### src/rtl/weight_update_arbiter_if.sv
// Signal bundle between the weight_update_arbiter and its neighbours:
// inference control from systolic_array, the host weight-write channel,
// the shared weight_ram port of one read lane, and status/debug outputs.
// The master side drives requests, and the slave side is the arbiter.
interface weight_update_arbiter_if #(
  parameter int NUM_CLASSES = 4,
  parameter int NUM_CELLS   = 1024,
  parameter int WEIGHT_BITS = 8,
  parameter int ADDR_BITS   = $clog2(NUM_CELLS)
);
  localparam int CLASS_BITS = (NUM_CLASSES > 1) ? $clog2(NUM_CLASSES) : 1;

  // Inference pass markers and the systolic read address
  logic                   infer_start;
  logic                   infer_done;
  logic [ADDR_BITS-1:0]   rd_addr;

  // Host update batch and write channel
  logic                   upd_begin;
  logic                   upd_end;
  logic                   wr_valid;
  logic                   wr_ready;
  logic [CLASS_BITS-1:0]  wr_class;
  logic [ADDR_BITS-1:0]   wr_addr;
  logic [WEIGHT_BITS-1:0] wr_data;

  // Shared class-RAM port
  logic [NUM_CLASSES-1:0] ram_we;
  logic [ADDR_BITS-1:0]   ram_addr;
  logic [WEIGHT_BITS-1:0] ram_din;

  // Status and debug
  logic                   result_mixed;
  logic [15:0]            wr_count;
  logic [15:0]            wr_checksum;
  logic [1:0]             arb_state;

  modport master (
    output infer_start, infer_done, rd_addr,
    output upd_begin, upd_end, wr_valid, wr_class, wr_addr, wr_data,
    input  wr_ready, ram_we, ram_addr, ram_din,
    input  result_mixed, wr_count, wr_checksum, arb_state
  );

  modport slave (
    input  infer_start, infer_done, rd_addr,
    input  upd_begin, upd_end, wr_valid, wr_class, wr_addr, wr_data,
    output wr_ready, ram_we, ram_addr, ram_din,
    output result_mixed, wr_count, wr_checksum, arb_state
  );
endinterface

### src/rtl/weight_update_arbiter.sv
// weight_update_arbiter: shares one lane's weight_ram bank between the
// systolic inference read path and the host weight-write path.
// Inference always wins; host writes are only accepted in UPDATE, and any
// inference pass that overlaps an open update batch is flagged on
// result_mixed one cycle after infer_done.
// Optional feature macro: WEIGHT_ARB_CHECKSUM_EN builds a 16-bit wrapping
// sum of accepted write data on wr_checksum; otherwise wr_checksum is 0.
module weight_update_arbiter #(
  parameter int NUM_CLASSES = 4,
  parameter int NUM_CELLS   = 1024,
  parameter int WEIGHT_BITS = 8,
  parameter int ADDR_BITS   = $clog2(NUM_CELLS)
) (
  input  logic                     clk,
  input  logic                     rst,
  weight_update_arbiter_if.slave   bus
);

  localparam int CLASS_BITS = (NUM_CLASSES > 1) ? $clog2(NUM_CLASSES) : 1;

  typedef enum logic [1:0] {
    IDLE      = 2'd0,
    INFER     = 2'd1,
    UPDATE    = 2'd2,
    UPD_INFER = 2'd3
  } arb_state_t;

  arb_state_t             state;
  logic                   pend_begin;   // upd_begin seen during INFER
  logic                   pend_end;     // upd_end seen during UPD_INFER
  logic                   mixed;        // current pass overlaps an open batch
  logic                   result_mixed;
  logic [15:0]            wr_count;
  logic [15:0]            wr_checksum;

  logic                   wr_ready;
  logic                   accept;
  logic [NUM_CLASSES-1:0] ram_we;
  logic [ADDR_BITS-1:0]   ram_addr;
  logic [WEIGHT_BITS-1:0] ram_din;

  // A write is taken only in UPDATE and never in the cycle inference starts
  assign wr_ready = (state == UPDATE) && !bus.infer_start;
  assign accept   = bus.wr_valid && wr_ready;

  // Zero-latency RAM port mux: host write when accepted, else systolic read
  always_comb begin
    // NOTE: every output gets a default first so no path leaves it unassigned (no latch).
    ram_we   = '0;
    ram_addr = bus.rd_addr;
    ram_din  = '0;
    if (accept) begin
      ram_addr = bus.wr_addr;
      ram_din  = bus.wr_data;
      // Out-of-range classes match no bit, so the write is dropped but counted
      for (int i = 0; i < NUM_CLASSES; i++) begin
        ram_we[i] = (bus.wr_class == CLASS_BITS'(i));
      end
    end
  end

  // Arbitration FSM with batch bookkeeping and the registered mixed flag
  always_ff @(posedge clk) begin
    // NOTE: state is updated with non-blocking assignments so every read in this block sees pre-edge values.
    if (rst) begin
      // NOTE: only control state is reset; the weight RAMs behind this block keep their contents.
      state        <= IDLE;
      pend_begin   <= 1'b0;
      pend_end     <= 1'b0;
      mixed        <= 1'b0;
      result_mixed <= 1'b0;
      wr_count     <= '0;
    end else begin
      result_mixed <= 1'b0;

      // Accepts only happen in UPDATE, which never clears the counter below
      if (accept && (wr_count != 16'hFFFF)) begin
        wr_count <= wr_count + 16'd1;
      end

      case (state)
        IDLE: begin
          if (bus.infer_start) begin
            state <= INFER;
          end else if (bus.upd_begin) begin
            state    <= UPDATE;
            wr_count <= '0;
          end
        end

        INFER: begin
          if (bus.upd_begin) begin
            pend_begin <= 1'b1;
          end
          if (bus.infer_done) begin
            pend_begin <= 1'b0;
            if (pend_begin || bus.upd_begin) begin
              state    <= UPDATE;
              wr_count <= '0;
            end else begin
              state <= IDLE;
            end
          end
        end

        UPDATE: begin
          if (bus.infer_start) begin
            state    <= UPD_INFER;
            mixed    <= 1'b1;
            pend_end <= 1'b0;
          end else if (bus.upd_end) begin
            state <= IDLE;
          end
        end

        UPD_INFER: begin
          mixed <= 1'b1;
          if (bus.upd_end) begin
            pend_end <= 1'b1;
          end
          if (bus.infer_done) begin
            result_mixed <= mixed;
            mixed        <= 1'b0;
            pend_end     <= 1'b0;
            state        <= (pend_end || bus.upd_end) ? IDLE : UPDATE;
          end
        end

        default: state <= IDLE;
      endcase
    end
  end

`ifdef WEIGHT_ARB_CHECKSUM_EN
  // Wrapping sum of accepted write data, cleared whenever a batch opens
  always_ff @(posedge clk) begin
    if (rst) begin
      wr_checksum <= '0;
    end else if (((state == IDLE) && !bus.infer_start && bus.upd_begin) ||
                 ((state == INFER) && bus.infer_done && (pend_begin || bus.upd_begin))) begin
      wr_checksum <= '0;
    end else if (accept) begin
      wr_checksum <= wr_checksum + 16'(bus.wr_data);
    end
  end
`else
  assign wr_checksum = '0;
`endif

  assign bus.wr_ready     = wr_ready;
  assign bus.ram_we       = ram_we;
  assign bus.ram_addr     = ram_addr;
  assign bus.ram_din      = ram_din;
  assign bus.result_mixed = result_mixed;
  assign bus.wr_count     = wr_count;
  assign bus.wr_checksum  = wr_checksum;
  assign bus.arb_state    = state;

endmodule

### src/flat_wrapper.sv
// flat-port wrapper written by rule: the top's interface ports become plain ports
module weight_update_arbiter_flat 
#(
  parameter int NUM_CLASSES = 4,
  parameter int NUM_CELLS   = 1024,
  parameter int WEIGHT_BITS = 8,
  parameter int ADDR_BITS   = $clog2(NUM_CELLS)
)
  (clk, rst, bus_infer_start, bus_infer_done, bus_rd_addr, bus_upd_begin, bus_upd_end, bus_wr_valid, bus_wr_class, bus_wr_addr, bus_wr_data, bus_wr_ready, bus_ram_we, bus_ram_addr, bus_ram_din, bus_result_mixed, bus_wr_count, bus_wr_checksum, bus_arb_state);
  weight_update_arbiter_if #(.NUM_CLASSES(NUM_CLASSES), .NUM_CELLS(NUM_CELLS), .WEIGHT_BITS(WEIGHT_BITS), .ADDR_BITS(ADDR_BITS)) bus_i ();
  input  logic clk;
  input  logic rst;
  input wire logic [$bits(bus_i.infer_start)-1:0] bus_infer_start;
  input wire logic [$bits(bus_i.infer_done)-1:0] bus_infer_done;
  input wire logic [$bits(bus_i.rd_addr)-1:0] bus_rd_addr;
  input wire logic [$bits(bus_i.upd_begin)-1:0] bus_upd_begin;
  input wire logic [$bits(bus_i.upd_end)-1:0] bus_upd_end;
  input wire logic [$bits(bus_i.wr_valid)-1:0] bus_wr_valid;
  input wire logic [$bits(bus_i.wr_class)-1:0] bus_wr_class;
  input wire logic [$bits(bus_i.wr_addr)-1:0] bus_wr_addr;
  input wire logic [$bits(bus_i.wr_data)-1:0] bus_wr_data;
  output wire logic [$bits(bus_i.wr_ready)-1:0] bus_wr_ready;
  output wire logic [$bits(bus_i.ram_we)-1:0] bus_ram_we;
  output wire logic [$bits(bus_i.ram_addr)-1:0] bus_ram_addr;
  output wire logic [$bits(bus_i.ram_din)-1:0] bus_ram_din;
  output wire logic [$bits(bus_i.result_mixed)-1:0] bus_result_mixed;
  output wire logic [$bits(bus_i.wr_count)-1:0] bus_wr_count;
  output wire logic [$bits(bus_i.wr_checksum)-1:0] bus_wr_checksum;
  output wire logic [$bits(bus_i.arb_state)-1:0] bus_arb_state;
  assign bus_i.infer_start = bus_infer_start;
  assign bus_i.infer_done = bus_infer_done;
  assign bus_i.rd_addr = bus_rd_addr;
  assign bus_i.upd_begin = bus_upd_begin;
  assign bus_i.upd_end = bus_upd_end;
  assign bus_i.wr_valid = bus_wr_valid;
  assign bus_i.wr_class = bus_wr_class;
  assign bus_i.wr_addr = bus_wr_addr;
  assign bus_i.wr_data = bus_wr_data;
  assign bus_wr_ready = bus_i.wr_ready;
  assign bus_ram_we = bus_i.ram_we;
  assign bus_ram_addr = bus_i.ram_addr;
  assign bus_ram_din = bus_i.ram_din;
  assign bus_result_mixed = bus_i.result_mixed;
  assign bus_wr_count = bus_i.wr_count;
  assign bus_wr_checksum = bus_i.wr_checksum;
  assign bus_arb_state = bus_i.arb_state;
  weight_update_arbiter #(.NUM_CLASSES(NUM_CLASSES), .NUM_CELLS(NUM_CELLS), .WEIGHT_BITS(WEIGHT_BITS), .ADDR_BITS(ADDR_BITS)) u_core (.clk(clk), .rst(rst), .bus(bus_i));
endmodule
### config.mk
export PLATFORM = sky130hd
export DESIGN_NAME = weight_update_arbiter_flat
export DESIGN_NICKNAME = d
export VERILOG_FILES = /design/src/rtl/weight_update_arbiter_if.sv /design/src/rtl/weight_update_arbiter.sv /design/src/flat_wrapper.sv
export SDC_FILE = /design/constraint.sdc
export NUM_CORES = 1
export LEC_CHECK = 0
export ABC_AREA = 1
export CORE_MARGIN = 8
export CORE_UTILIZATION = 37
export DETAILED_ROUTE_END_ITERATION = 6
export GPL_ROUTABILITY_DRIVEN = 0
export HOLD_SLACK_MARGIN = 0.02
export PLACE_DENSITY = 0.91
export SYNTH_ARGS = -nofsm -noshare
export SYNTH_HDL_FRONTEND = slang
export SYNTH_SLANG_ARGS = --single-unit
### constraint.sdc
create_clock -name clk -period 1.7 [get_ports clk]
set_input_delay 0.34 -clock clk [delete_from_list [all_inputs] [get_ports clk]]
set_output_delay 0.34 -clock clk [all_outputs]
set_load 0.005 [all_outputs]
## Word-level counts from Yosys, hierarchy flattened

Cells that the tools add are included.

| storage, ports and cells | value |
|---|---|
| word-level logic and storage cells | 64 |
| register bits after elaboration | 22 |

| cells by class | value |
|---|---|
| equality and inequality tests | 13 |
| mux-type cells | 27 |
| reductions and logical operators | 15 |
| bitwise operators | 2 |
| add/subtract/negate cells | 1 |

Operators with widths:

| kind | count |
|---|---|
| 16-bit 2-to-1 mux | 5 |
| 16-bit one-hot mux with 2 select lines | 1 |
| 16-bit by 1-bit adder with 16-bit output (second input constant) | 1 |
| 2-bit 2-to-1 mux | 8 |
| 16-bit inequality test (second input constant) | 1 |
| 10-bit 2-to-1 mux | 1 |
| 3-bit inequality test (second input constant) | 3 |
| 2-bit equality test (second input constant) | 4 |
| 8-bit 2-to-1 mux | 1 |
| 2-bit one-hot mux with 4 select lines | 1 |
| 1-bit 2-to-1 mux | 7 |
| 2-bit inequality test (second input constant) | 3 |
| 2-bit by 1-bit equality test with 1-bit output (second input constant) | 2 |
| 2-bit logical NOT | 2 |
| 4-bit 2-to-1 mux | 1 |
| 1-bit one-hot mux with 2 select lines | 2 |
| 2-bit AND reduction | 2 |
| 4-bit AND reduction | 1 |
| 2-bit nonzero test | 2 |
| 1-bit logical AND | 3 |
| 3-bit AND reduction | 1 |
| 3-bit OR reduction | 1 |
| 1-bit logical OR | 2 |
| 1-bit NOT | 2 |
| 1-bit logical NOT | 1 |

## Depth between registers and ports, before layout

| depth | value |
|---|---|
| word-level depth | 8 |
| gate-level depth with buffers | 11 |
| gate-level depth less buffers | 10 |

## Worst setup path before layout

Ideal clock, no wire load.

| timing path | value |
|---|---|
| kind | register -> output |
| start point | register u_core.state[1], in the netlist u_core.bus.arb_state[1] |
| end point | output port bus_ram_we[0] |
| cell stages (with the launch flop) | 6 |
| path slack | 0.141 ns |
| required time | 1.360 ns |
| data arrival time | 1.219 ns |
| buffers on the path | 1 |
| cell sequence | dfxtp_1 > nand2_1 > nor3_4 > inv_2 > clkbuf_1 > nor3_1 |

| on the way | value |
|---|---|
| longest elaborated chain between the ends | 4 |

Ends and longest elaborated chain:

| what | RTL line | text |
|---|---|---|
| from (decl) | weight_update_arbiter.sv:28 | `arb_state_t state;` |
| from (signal assigned) | weight_update_arbiter.sv:125 | `state <= (pend_end \|\| bus.upd_end) ? IDLE : UPDATE;` |
| 2-bit equality test | weight_update_arbiter.sv:43 | `assign wr_ready = (state == UPDATE) && !bus.infer_start;` |
| 1-bit logical AND | weight_update_arbiter.sv:43 |  |
| 1-bit logical AND | weight_update_arbiter.sv:44 | `assign accept = bus.wr_valid && wr_ready;` |
| 4-bit 2-to-1 mux | weight_update_arbiter.sv:52 | `if (accept) begin` |
| to (decl) | flat_wrapper.sv:23 | `output wire logic [$bits(bus_i.ram_we)-1:0] bus_ram_we;` |

Every way passes these cells.

## Final worst setup path

| timing path | value |
|---|---|
| start point | register u_core.state[0], in the netlist u_core.bus.arb_state[0] |
| end point | output port bus_ram_addr[3] |

| on the way | value |
|---|---|
| longest elaborated chain between the ends | 4 |

Ends and longest elaborated chain:

| what | RTL line | text |
|---|---|---|
| 2-bit equality test | weight_update_arbiter.sv:43 |  |
| 1-bit logical AND | weight_update_arbiter.sv:43 |  |
| 1-bit logical AND | weight_update_arbiter.sv:44 |  |
| 10-bit 2-to-1 mux | weight_update_arbiter.sv:52 |  |
| to (decl) | flat_wrapper.sv:24 | `output wire logic [$bits(bus_i.ram_addr)-1:0] bus_ram_addr;` |

Every way passes these cells.

==> impl_metrics.ini <==
[outcome]
outcome = complete, but fails checks
violations = setup timing

[setup_path]
cp.arrival_ns = 1.48
worst-path-max-fanout = 4
crit_type = flip-flop to output pin
critPathLaunchType = flip-flop
cp.required_ns = 1.36
crit_chain = inv_2 > nand2_2 > nor3_4 > buf_6 > clkinvlp_4 > buf_6 > nand2_2 > nand2_1 > buf_2
cp_top_family = buffers and inverters
crit_slowest_cell = dfxtp_2
critPathBufInv = 5
cpPeakStageDelay_ns = 0.33
critPathCaptureType = output pin

[route]
drc = 0
routedWlPerCell_um = 13.4
drt_iter0_markers = 91
drt_first_pass_iters = 4
viasPerCell = 4.75
wl_um = 5770
ant_nets = 0
vias = 2036

[grt]
grt_max_degree = 13
antenna_found_initial = 0
track_usage_pct = 17.3
first_global_vias = 2157
grt-busiest-layer = met2
overflow = 0
grtUsageMet3_pct = 8.17
grtUsageMet1_pct = 16.8
gr-usage-met2_pct = 32.1
grt_pass1_wl_um = 9260

[layout]
multiInputGateArea_um2 = 980
ff_latch_area_um2 = 444
fillCellCount = 330
diodes = 0
stdcell_area_um2 = 2670
drive_above_1_share_pct = 25.6
syn_to_final_growth_pct = 69.9
final_core_util_pct = 66.2
finalNetCount = 419
instances_no_fill = 429

[synthesis]
synthFlopType = dfxtp_1
yosys_warnings = 0
ys_seq_area_share_pct = 28.1
synth_top_area_share_pct = 28.1
synth-edff-count = 0
syn_area_per_cell_um2 = 5.75
synth.most_common_cell = nand2_1
synthTopCellsByArea = dfxtp_1 (28%), nand2_1 (21%), nor2_1 (11%), inv_1 (11%), buf_4 (7.7%)
synth_cell_types = 26
netlist_area_um2 = 1570
synthesis.instances = 273
yosys.area.top_type = dfxtp_1
synth_commonest_cells = nand2_1 (87), nor2_1 (46), inv_1 (44), dfxtp_1 (22), buf_4 (16)
synth.ff_latch_count = 22
synthArstFlopShare_pct = 0

[die]
die_y_um = 81.1
die_area_um2 = 6580
initial_utilization_pct = 38.9
num_rows = 23
io_pins = 95
die_width_um = 81.1
core_region_area_um2 = 4030

[sta]
layout_min_cycle_time_ns = 1.82
grt_setup_unrepaired = yes
clock.fmax_mhz = 550
setup_tns_ns = -1.27
setup_viol = 20
worst_slack_ns = -0.117
drv_slew = 0
finalHoldViolCount = 0
fin_worst_skew_ns = 0.00175
min_period_over_period_pct = 107
whs_ns = 0.455

[placed_design]
placed_cell_area_um2 = 2470
post-place-cells = 415
hpwl_um = 4240
io_buffer_count = 78

[power]
power_leakage_nw = 1.33
ir_drop_mv = 0.327
power.density_nw_per_um2 = 462

[clocking]
clock_sinks = 22
tritoncts = done
cts_buffers = 3
cts_hold_buf = 0
htreeDepth = 1
clk_path_buf_depth = 2
clk_transition_reported_paths_ns = 0.07
clk_latency_ns = 0.26
cts_root_buf = clkbuf_8

[worst_hold_path]
hold_path_class = flip-flop to flip-flop

[run]
drv_cap = 0
==> kinds of logic (layout without fill, tap and decap cells) <==
kind of cell	Yosys count	after routing	share of synthesized area, %
buf+inv	67	158	20.4
flops	22	22	28.1
xor+xnor	2	2	1.12
fa+ha+maj	1	1	0.797
compound gates	19	19	6.86
other cells	1	16	0.239
simple gates	161	161	42.5
==> area by class of cell <==
class	count	share of cell area [%]
multi-input cells	199	36.7
repair buffers	108	35.8
flip-flops and latches	22	16.7
inverters	46	6.66
well taps	50	2.35
clock buffers	3	1.55
repair inverters	1	0.282
==> state kept, by name, summed over array words and instances (netlist names) <==
name,flops
u_core.mixed,1
u_core.bus.arb_state,2
u_core.bus.wr_count,16
u_core.bus.result_mixed,1
u_core.pend_end,1
u_core.pend_begin,1
==> worst min-delay path, cell delays in order (launching register included) <==
cell and delay, ns:
dfxtp_1 0.30, inv_1 0.06, nor3_1 0.05
==> layer usage <==
metal	up-vias	part of all wire, %	wire length, um
met1	910	34	1970
met3	14	11	658
li1	1010	-	-
met4	0	2.0	114
met5	-	0	0
met2	102	52	3030
==> worst paths after layout <==
kind | start | end | slack [ns] | depth (start not counted)
max | u_core.bus.arb_state[0]$_SDFFE_PP0P_ | bus_ram_addr[3] | -0.12 | 9
min reg2reg | u_core.mixed$_SDFFE_PP0P_ | u_core.bus.result_mixed$_SDFF_PP0_ | 0.46 | 2
max reg2reg | u_core.bus.arb_state[0]$_SDFFE_PP0P_ | u_core.bus.wr_count[13]$_SDFF_PP0_ | -0.07 | 13
min | u_core.mixed$_SDFFE_PP0P_ | u_core.bus.result_mixed$_SDFF_PP0_ | 0.46 | 2
==> report_power, final <==
group | leakage (nW) | total, mW | switching [mW] | internal [mW]
clock network | 0.0216 | 0.315 | 0.157 | 0.158
registers | 0.179 | 0.540 | 0.00918 | 0.531
logic | 1.13 | 0.377 | 0.172 | 0.205
total | 1.33 | 1.23 | 0.339 | 0.894
==> cell usage in the layout, fill, tap and decap left out, types with 6 or more instances in the layout <==
| cell | netlist | routed |
|---|---|---|
| nand2_1 | 87 | 65 |
| clkdlybuf4s50_1 | 0 | 53 |
| inv_1 | 44 | 43 |
| nor2_1 | 46 | 42 |
| buf_2 | 1 | 21 |
| buf_4 | 16 | 20 |
| dfxtp_1 | 22 | 19 |
| nand2_2 | 0 | 18 |
| conb_1 | 1 | 16 |
| buf_6 | 1 | 9 |
| o21ai_0 | 8 | 8 |
| nand3_1 | 9 | 7 |
| a21oi_1 | 6 | 6 |
| nand4_1 | 6 | 6 |
==> through the flow <==
| step | total power, mW | setup slack, ns |
|---|---|---|
| floorplan | 0.702 | 0.141 |
| global placement | 0.887 | -0.569 |
| detailed placement | 0.898 | -0.641 |
| CTS | 1.23 | -0.150 |
| global route | 1.30 | -0.192 |
| finish | 1.23 | -0.117 |
==> repair_timing <==
item                       4_1_cts  5_1_grt
gates resized for setup        125       22
buffers inserted                 9        2
pin swaps                        7       18
gates cloned                     2        1
setup endpoints to repair       33       35
No activity file was read; power rests on OpenSTA's default activity.
==> patch, RTL diff (same settings) <==
Add a define of `WEIGHT_ARB_CHECKSUM_EN`.
--- a/src/rtl/weight_update_arbiter.sv
+++ b/src/rtl/weight_update_arbiter.sv
@@ -6,4 +6,6 @@
 // Optional feature macro: WEIGHT_ARB_CHECKSUM_EN builds a 16-bit wrapping
 // sum of accepted write data on wr_checksum; otherwise wr_checksum is 0.
+`define WEIGHT_ARB_CHECKSUM_EN
+
 module weight_update_arbiter #(
   parameter int NUM_CLASSES = 4,
Formal check against the unedited RTL: not equivalent (a bounded check fails within 4 cycles, from zero or initial values and one cycle with rst high).
==> patch against the original RTL <==
- the flow still finishes with violations (setup timing)
- combinational power up 59%
- synthesized area up 61%
- worst setup slack gained 0.0099 ns
- wire length up 63%
- total power increased by 79%
- sequential share of layout area is 1.3 points higher
- sequential cell count increased by 16
- final area grew 61%
- non-clock buffer count is 45 higher
- critical endpoint is now bus_ram_we[1]
- largest cell class unchanged
- highest routed layer unchanged
==> patch: results (changes against the original RTL) <==
- Post-route insts no fill: 641 (+49%)
- Setup TNS: -1.095 ns (+0.1739 ns)
- GRT met2 Usage: 34.07% (+2.0 points)
- Placed Cells: 612 (+47%)
- Library cells used by synthesis: 33 (+27%)
- Routed wl met2: 4782 um (+58%)
- Worst setup path endpoint: bus_ram_we[1]
- Met3 Use GR: 4.581% (-3.6 points)
- Largest net degree at the start of global routing: 21 (+8)
- P_leak: 0.001916 uW (+44%)
- Outcome: complete, but fails checks
- Met1 Usage GRT: 18.14% (+1.3 points)
- RR Endpoint: u_core.bus.wr_checksum[10]
- Fin worst setup slack: -0.1069 ns (+0.009909 ns)
- Max VDD drop: 0.0004380 V (+34%)
- Violated checks: setup timing
- Setup WS pre-CTS: -0.7134 ns (-0.07269 ns)
- R2r worst-path depth: 12 (-1)
- Max H-tree Level: 2 (+1)
- Vias per cell: 5.231 (+10%)
- First-pass GRT wire length: 14970 um (+62%)
- Compound-cell area share of the yosys netlist: 9.727% (+2.9 points)
- Clock latency on the worst-skew pair: 0.30 ns (+0.04 ns)
- Vias in the first global route: 3369 (+56%)
- Adder-cell share of the synthesized area: 5.261% (+4.5 points)
- Final setup vio count: 21 (+5.0%)
- Routed met1 length: 3489 um (+78%)
- Share of layout cells above drive strength 1: 26.56% (+0.97 points)
- Number of port buffers: 94 (+21%)
- R2R Setup Slk: -0.09 ns (-0.02 ns)
- Commonest cells in the netlist: nand2_1 (122), nor2_1 (63), inv_1 (52)
- Seq/Total Area, Yosys: 30.17% (+2.1 points)
- Iter 0 DRT Violations: 243 (+170%)
==> patch: area by class of cell <==
cell class,count,area [um^2]
multi-input combinational,304,1729
fill,544,2401
clock inverter,2,12.51
sequential,38,768.2
clock buffer,6,82.58
inverter,58,232.7
timing repair buffer,153,1355
tap,80,100.1
==> patch: cells by family (layout without fill, tap and decap cells) <==
logic type / count (synthesis) / after routing
AOI/OAI and AO/OA: 43 / 43
xor gates and xnor gates: 8 / 8
adders and majority gates: 10 / 10
buffers and inverters: 67 / 219
DFF: 38 / 38
and+or+nand+nor: 243 / 243
==> patch: power groups by stage <==
stage / registers [uW] / logic, uW / clock network, uW
after floorplan: 961 / 217 / 0
after global placement: 957 / 505 / 0
after detailed placement: 958 / 523 / 0
after CTS: 940 / 546 / 673
after global routing: 946 / 650 / 712
final: 944 / 601 / 664
==> patch: what timing repair did <==
item | CTS | global route
cloned | 0 | 0
hold endpoints to repair | 0 | 0
buffers inserted | 17 | 5
gates resized for setup | 132 | 54
setup endpoints to repair | 44 | 43
pin swaps | 14 | 14
